File: src/rtl/cfg_pkg.sv
// rtl/cfg_pkg.sv - shared constants, state type and sizing helper for the config loader
//
// Contents:
//   SYNC_DEFAULT  default frame start marker
//   cfg_state_t   loader FSM states
//   nw()          number of bitstream words needed to cover a configuration word
package cfg_pkg;

    localparam logic [7:0] SYNC_DEFAULT = 8'hA5;

    typedef enum logic [1:0] {
        IDLE   = 2'd0,
        LOAD   = 2'd1,
        CHECK  = 2'd2,
        COMMIT = 2'd3
    } cfg_state_t;

    function automatic int nw(input int cfg_w, input int dw);
        return (cfg_w + dw - 1) / dw;
    endfunction

endpackage

File: src/rtl/cfg_shadow_reg.sv
// rtl/cfg_shadow_reg.sv - word-indexed shadow register with top-word truncation
//
// Ports:
//   clk      clock
//   rst      synchronous active-high reset, clears the shadow
//   wr_en    write word wr_idx this cycle
//   wr_idx   word index (0..NW-1)
//   wr_data  word written into shadow[wr_idx*DW +: DW]; bits at or above CFG_W are dropped
//   shadow   current shadow contents
module cfg_shadow_reg #(
    parameter int CFG_W = 44,
    parameter int DW    = 8,
    parameter int NW    = (CFG_W + DW - 1) / DW,
    parameter int IW    = $clog2(NW + 1)
) (
    input  logic             clk,
    input  logic             rst,
    input  logic             wr_en,
    input  logic [IW-1:0]    wr_idx,
    input  logic [DW-1:0]    wr_data,
    output logic [CFG_W-1:0] shadow
);

    logic [CFG_W-1:0] shadow_q;
    logic [CFG_W-1:0] shadow_d;

    // Each shadow bit knows statically which word and which bit of that word
    // feeds it, so the truncated top word simply has fewer bits wired.
    for (genvar b = 0; b < CFG_W; b++) begin : g_bit
        localparam int K = b / DW;
        localparam int J = b % DW;
        assign shadow_d[b] = (wr_en && (wr_idx == IW'(K))) ? wr_data[J] : shadow_q[b];
    end

    always_ff @(posedge clk) begin
        if (rst) begin
            shadow_q <= '0;
        end else begin
            shadow_q <= shadow_d;
        end
    end

    assign shadow = shadow_q;

endmodule

File: src/rtl/config_loader.sv
// rtl/config_loader.sv - framed bitstream loader with XOR checksum and atomic commit
//
// Ports:
//   clk        clock
//   rst        synchronous active-high reset; aborts any frame and clears c
//   din        bitstream word
//   din_valid  din holds a valid word
//   din_ready  loader accepts din this cycle (low only in COMMIT)
//   c          committed configuration word
//   cset       one-cycle pulse in the first cycle c shows a new value
//   busy       a frame is in progress
//   done       one-cycle pulse, frame committed (coincides with cset)
//   err        one-cycle pulse, checksum mismatch and frame dropped
//
// Frame: SYNC, NW data words (word 0 is least significant), XOR checksum of the
// full data words.
module config_loader
    import cfg_pkg::*;
#(
    parameter int            CFG_W = 44,
    parameter int            DW    = 8,
    parameter logic [DW-1:0] SYNC  = SYNC_DEFAULT
) (
    input  logic             clk,
    input  logic             rst,
    input  logic [DW-1:0]    din,
    input  logic             din_valid,
    output logic             din_ready,
    output logic [CFG_W-1:0] c,
    output logic             cset,
    output logic             busy,
    output logic             done,
    output logic             err
);

    localparam int NW = nw(CFG_W, DW);
    localparam int CW = $clog2(NW + 1);

    cfg_state_t       state_q, state_d;
    logic [CW-1:0]    cnt_q, cnt_d;
    logic [DW-1:0]    acc_q, acc_d;
    logic [CFG_W-1:0] c_q, c_d;
    logic             cset_q, cset_d;
    logic             done_q, done_d;
    logic             err_q, err_d;

    logic             xfer;
    logic             wr_en;
    logic [CFG_W-1:0] shadow;

    assign din_ready = (state_q != COMMIT);
    assign xfer      = din_valid && din_ready;

    cfg_shadow_reg #(
        .CFG_W (CFG_W),
        .DW    (DW),
        .NW    (NW),
        .IW    (CW)
    ) u_shadow (
        .clk     (clk),
        .rst     (rst),
        .wr_en   (wr_en),
        .wr_idx  (cnt_q),
        .wr_data (din),
        .shadow  (shadow)
    );

    always_comb begin
        state_d = state_q;
        cnt_d   = cnt_q;
        acc_d   = acc_q;
        c_d     = c_q;
        cset_d  = 1'b0;
        done_d  = 1'b0;
        err_d   = 1'b0;
        wr_en   = 1'b0;

        unique case (state_q)
            IDLE: begin
                // Non-SYNC words are swallowed so the loader resynchronises
                // on the next marker.
                if (xfer && (din == SYNC)) begin
                    state_d = LOAD;
                    cnt_d   = '0;
                    acc_d   = '0;
                end
            end
            LOAD: begin
                // SYNC values here are ordinary data.
                if (xfer) begin
                    wr_en = 1'b1;
                    acc_d = acc_q ^ din;
                    cnt_d = cnt_q + CW'(1);
                    if (cnt_q == CW'(NW - 1)) begin
                        state_d = CHECK;
                    end
                end
            end
            CHECK: begin
                if (xfer) begin
                    if (din == acc_q) begin
                        state_d = COMMIT;
                    end else begin
                        err_d   = 1'b1;
                        state_d = IDLE;
                    end
                end
            end
            COMMIT: begin
                // c and the pulses update on the same edge so consumers see
                // cset together with the new word.
                c_d     = shadow;
                cset_d  = 1'b1;
                done_d  = 1'b1;
                state_d = IDLE;
            end
            default: state_d = IDLE;
        endcase
    end

    always_ff @(posedge clk) begin
        if (rst) begin
            state_q <= IDLE;
            cnt_q   <= '0;
            acc_q   <= '0;
            c_q     <= '0;
            cset_q  <= 1'b0;
            done_q  <= 1'b0;
            err_q   <= 1'b0;
        end else begin
            state_q <= state_d;
            cnt_q   <= cnt_d;
            acc_q   <= acc_d;
            c_q     <= c_d;
            cset_q  <= cset_d;
            done_q  <= done_d;
            err_q   <= err_d;
        end
    end

    assign c    = c_q;
    assign cset = cset_q;
    assign done = done_q;
    assign err  = err_q;
    assign busy = (state_q != IDLE);

endmodule
File: config.mk
export PLATFORM = sky130hd
export DESIGN_NAME = config_loader
export DESIGN_NICKNAME = d
export VERILOG_FILES = /design/src/rtl/cfg_pkg.sv /design/src/rtl/cfg_shadow_reg.sv /design/src/rtl/config_loader.sv
export SDC_FILE = /design/constraint.sdc
export NUM_CORES = 1
export LEC_CHECK = 0
export ABC_AREA = 1
export BUFFER_PORTS_ARGS = -buffer_cell sky130_fd_sc_hd__buf_4
export CAP_MARGIN = 20
export CORE_MARGIN = 4
export CORE_UTILIZATION = 30
export CTS_CLUSTER_SIZE = 28
export DETAILED_ROUTE_END_ITERATION = 16
export PLACE_DENSITY = 0.51
export SLEW_MARGIN = 40
export SYNTH_ARGS = -nofsm -noshare
export SYNTH_HDL_FRONTEND = slang
export SYNTH_SLANG_ARGS = --single-unit
File: constraint.sdc
create_clock -name clk -period 1.95 [get_ports clk]
set_clock_uncertainty 0.05 [all_clocks]
set_input_delay 0.0975 -clock clk [delete_from_list [all_inputs] [get_ports clk]]
set_output_delay 0.0975 -clock clk [all_outputs]
set_load 0.02 [all_outputs]
Word level (Yosys, flattened, before mapping):

Index checks and enable logic that the tools add are counted.

* $add $sub $neg: 1
* equal/unequal tests: 15
* mux-type cells: 16
* bitwise gates (word level): 3
* reductions and logical operators: 15

Operators with widths (count)
* 8-bit 2-to-1 mux: 2
* 8-bit one-hot mux with 2 select lines: 1
* 2-bit 2-to-1 mux: 5
* 2-bit != test (second input constant): 5
* 8-bit equality test: 1
* 8-bit equality test (second input constant): 1
* 1-bit logical AND: 8
* 2-bit one-hot mux with 4 select lines: 1
* 8-bit XOR: 1
* 3-bit by 2-bit equality test with 1-bit output (second input constant): 2
* 3-bit equality test (second input constant): 2
* 3-bit 2-to-1 mux: 2
* 3-bit one-hot mux with 2 select lines: 1
* 2-bit equality test (second input constant): 2
* 1-bit 2-to-1 mux: 4
* 4-bit AND reduction: 1
* 2-bit nonzero test: 2
* 3-bit by 1-bit adder with 3-bit output (second input constant): 1
* 3-bit by 1-bit equality test with 1-bit output (second input constant): 1
* 3-bit logical NOT: 1
* 3-bit AND reduction: 1
* 3-bit OR reduction: 1
* 2-bit by 1-bit equality test with 1-bit output (second input constant): 1
* 2-bit logical NOT: 1
* 1-bit inverter: 2

* register bits after elaboration: 103
* input bits: 11
* output and inout bits: 49
* logic and storage cells: 62

Longest topological paths before layout:

* word-level depth: 5
* depth in mapped cells: 10

Cells and area by module:

A second synthesis with hierarchy kept.

* cells, all modules: 606
* area total of the unflattened synthesis: 4257.8 um^2

Modules (own cells, without submodules)
* config_loader: instances 1, cells each 345, area each 2486.1 um^2, sequential area each 1181.1 um^2
* cfg_shadow_reg: instances 1, cells each 261, area each 1771.7 um^2, sequential area each 880.8 um^2

Worst setup path after synthesis:

Ideal clock, no wire load.

* kind: reg2reg
* from: register state_q[1]
* to: register acc_q[2]
* arrival: 1297 ps
* data required time: 1785 ps
* path slack: 488 ps
* stages on the path, launching flop included: 8
* path buffers: 1
* clock period less this slack: 1462 ps
* cell sequence: dfxtp_1 inv_1 nand2_1 nor3_1 nand3_1 buf_4 a21oi_1 nor2_1

* longest elaborated chain between the ends: 5
* elaborated cells between the ends (all ways): 10
* classes of those cells: eq/ne (4); mux (1); reduce/logical (5)

Ends and longest elaborated chain
* start: declaration: RTL line config_loader.sv:39 `cfg_state_t state_q, state_d;`
* start signal: assignment: RTL line config_loader.sv:131 `state_q <= state_d;`
* 2-bit != test: RTL line config_loader.sv:51 `assign din_ready = (state_q != COMMIT);`
* 1-bit logical AND: RTL line config_loader.sv:52 `assign xfer = din_valid && din_ready;`
* 1-bit logical AND: RTL line config_loader.sv:82 `if (xfer && (din == SYNC)) begin`
* 2-bit != test (no line)
* 3-bit AND reduction (no line)
* end signal: assignment: RTL line config_loader.sv:125 `acc_q <= '0;`
* end signal: assignment: RTL line config_loader.sv:133 `acc_q <= acc_d;`
* end: declaration: RTL line config_loader.sv:41 `logic [DW-1:0] acc_q, acc_d;`

Several ways; a longest one is shown, not always the timed one.
A chain may end at the register's enable or synchronous reset.

Worst setup path in the final report:

* from: register state_q[1]
* to: output port din_ready

* longest elaborated chain between the ends: 1

Ends and longest elaborated chain
* 2-bit != test: RTL line config_loader.sv:51
* end: declaration: RTL line config_loader.sv:28 `output logic din_ready,`

Every way passes these cells.

==> impl_metrics.yaml <==
worst_setup_path:
  crit_fanout: 33
  timing_worst_setup_path_type: "register to output port"
  r2r_setup_slack_ns: 0.39
  timing.rr.end: "u_shadow.shadow[40]"
  crit_top_cell: "buf_4"
  worstPathRequired_ns: 1.80
  critPathSlowestCell: "dfxtp_1"
  critical_path.cell_chain: "nand2_1, buf_4, buf_4"
  critical_path.endpoint_type: "output port"
  worst_setup_path_start_kind: "register"
  arrival_ns: 1.45
  timing.reg2reg.worst_path_depth: 8
  critPathCapture: "din_ready"
  cp_slowest_stage_delay_ns: 0.47
  worstSetupStartpoint: "state_q[1]"
  timing.rr.start: "state_q[0]"
placed_design:
  portBuffers: 59
  detailed_place_hpwl_um: 6930
  routability_driven_placement_congestion_ratio: 0.859
synth:
  synth.avg_cell_area_um2: 7.63
  synthArstFlopShare_pct: 0
  synthDominantCellAreaShare_pct: 51.5
  synth.ff_latch_count: 103
  yosys.cell_count.top_type: "nor2_1"
  synth_edf_count: 0
  yosys_most_used_dff: "dfxtp_1"
  ys.warnings.count: 0
  synth.top_cells.by_count: "117 x nor2_1, 103 x dfxtp_1, 78 x o21ai_0"
  postSynthNetCount: 540
  synth.top_cells.by_area: "dfxtp_1 52%, nor2_1 11%, o21ai_0 9.8%"
  yosys.cell_types.count: 22
  netlist_instances: 524
  post_synth_instance_area_mm2: 0.00400
  synth_top_cell_by_area: "dfxtp_1"
  synth-seq-area-share_pct: 51.5
finish:
  drive_gt1_share_pct: 17.6
  final_net_count: 597
  fill_cells: 1371
  multi_input_area_mm2: 0.00169
  post-route-util_pct: 38.7
  n_antenna_cell: 0
  post_synthesis_to_final_layout_area_growth_pct: 24.0
  regArea_mm2: 0.00206
timing:
  timing.final.hold_violations: 0
  report.final.setup_viol: 0
  max_slew.worst_pin.slew_ns: 0.468
  finalCriticalPeriod_ns: 1.60
  grt_setup_unrepaired: "no"
  timing.max_slew.rel_slack_pct: 68.8
  achievable-frequency_ghz: 0.624
  sum_neg_setup_slack_ns: 0
  max_slew_violations: 0
  final.period_utilization_pct: 82.1
global_routing:
  largest_net_degree_at_the_start_of_global_routing: 37
  gr-total-overflow: 0
  via_count_of_the_first_global_routing_pass: 3242
  grt.total_usage_pct: 13.9
  antenna_violations_before_repair: 0
  grt_first_pass_wirelength_um: 16400
power:
  power.share.switching_pct: 27.4
  net-switching-power_w: 0.00131
  p_clk_share_pct: 37.4
  comb_power_share_pct: 14.9
  largest_vdd_supply_drop_v: 0.000451
  pwr-share-seq_pct: 47.7
  static-leakage-power_nw: 2.09
  internal_power_w: 0.00347
  power_density_mw_per_mm2: 963
drt:
  via_count: 3457
  wl_um: 10000
  route.detailed.drc: 0
  routed_wirelength_normalized_by_instance_count_um: 13.3
  initialDrtViolationCount: 200
  vias_per_cell: 4.57
  antenna_violating_nets_post_route: 0
  tritonroute_pass_1_iters: 4
die:
  floorplan.initialDensity_pct: 31.2
  chipHeight_um: 123
  dieWidth_um: 123
  die_area_mm2: 0.0152
  ios: 60
  rows: 41
  core_region_area_mm2: 0.0128
cts:
  clkLatencyLatePin_ns: 0.34
  clkTransAtPathRegs_ns: 0.07
  cts_setup_buffers: 0
  tritoncts_num_sinks: 103
  cts.repair.resized: 0
  cts_bufs_inserted: 9
  postCtsHoldBufs: 2
  clockBufferDepth: 2
  cts_max_level: 3
  cts_tree: "yes"
  clock-root-buffer: "clkbuf_16"
run_status:
  outcome: "completed"
worst_hold_path:
  worst_hold_path_class: "input port to register"
run:
  drv.max_cap_violation_count: 0
==> power by group through the flow <==
stage	Sequential, W	Combinational [W]	Clock, W
detailed placement	0.00232	0.000710	0
floorplan	0.00231	0.000535	0
CTS	0.00228	0.000717	0.00186
global placement	0.00232	0.000699	0
global route	0.00229	0.000820	0.00194
finish	0.00228	0.000711	0.00179
==> routing by layer <==
layer	vias to the layer above	GRT usage (%)	share of wire, %
li1	1806	-	-
met1	1548	18.6	47
met2	83	20.9	44
met3	20	3.57	6.7
met4	0	6.30	2.7
met5	-	0	0
==> layout make-up <==
class,count,share of cell area [%]
Clock inverter,5,1.13
Clock buffer,10,4.82
Timing Repair Buffer,74,11.8
Inverter,30,2.27
Tap cell,172,4.34
Multi-Input combinational cell,363,34.1
Sequential cell,103,41.6
==> flip-flops by register name (all words and copies together) (netlist names) <==
signal	count
cnt_q	3
state_q	2
acc_q	8
c	44
err	1
done	1
u_shadow.shadow	44
==> cells in the final DEF, fill, tap and decap left out <==
master,synthesis,routed
ha_1,5,5
nor2_8,1,1
nor2_1,117,117
clkbuf_16,0,9
clkbuf_8,0,1
o21ai_0,78,78
buf_12,0,2
bufinv_16,0,1
a21oi_2,4,4
dfxtp_1,103,103
inv_6,0,1
buf_4,4,70
dlygate4sd3_1,0,2
nor3_4,2,2
inv_1,26,25
nand3_1,23,23
nand2_2,1,1
nand2_4,1,1
nand2_1,74,74
a21oi_1,46,46
o21ai_1,4,4
nor2_4,2,2
nor3_1,4,4
inv_2,4,5
clkinv_2,0,2
a21boi_0,1,1
clkinvlp_4,0,1
==> stage by stage <==
stage               instances  cell area [um^2]  hold slack (ns)  total power (W)  worst slack (ns)
finish                    757              4960           0.0320          0.00478             0.348
global route              757              4960           0.0214          0.00504             0.205
detailed placement        740              4650            0.333          0.00303             0.396
CTS                       757              4960           0.0168          0.00485             0.326
floorplan                 524              4000            0.170          0.00284             0.488
global placement          740              4650            0.341          0.00302             0.454
==> cell families after synthesis <==
| kind of cell | Yosys count | synth area share (%) |
|---|---|---|
| AOI/OAI and AO/OA | 133 | 17.1 |
| DFF | 103 | 51.5 |
| buffers and inverters | 58 | 6.19 |
| and+or+nand+nor | 225 | 23.6 |
| adders and majority gates | 5 | 1.56 |
==> worst max-delay path: cells and delay by family (launching register included) <==
family | cells | cell delay, ns
DFF | 1 | 0.47
and+or+nand+nor | 1 | 0.18
buffers and inverters | 2 | 0.46
==> how the worst min path moves through the flow <==
stage / startpoint / end / slack [ns] / cells past startpoint
after global routing: din[6] / u_shadow.shadow[30] / 0.02 / 3
final: din[6] / u_shadow.shadow[30] / 0.03 / 3
after floorplan: din_valid / err / 0.17 / 2
after CTS: din[6] / u_shadow.shadow[30] / 0.02 / 3
after global placement: din_valid / err / 0.34 / 3
after detailed placement: din_valid / err / 0.33 / 3
Power figures use the tool's default switching activity.
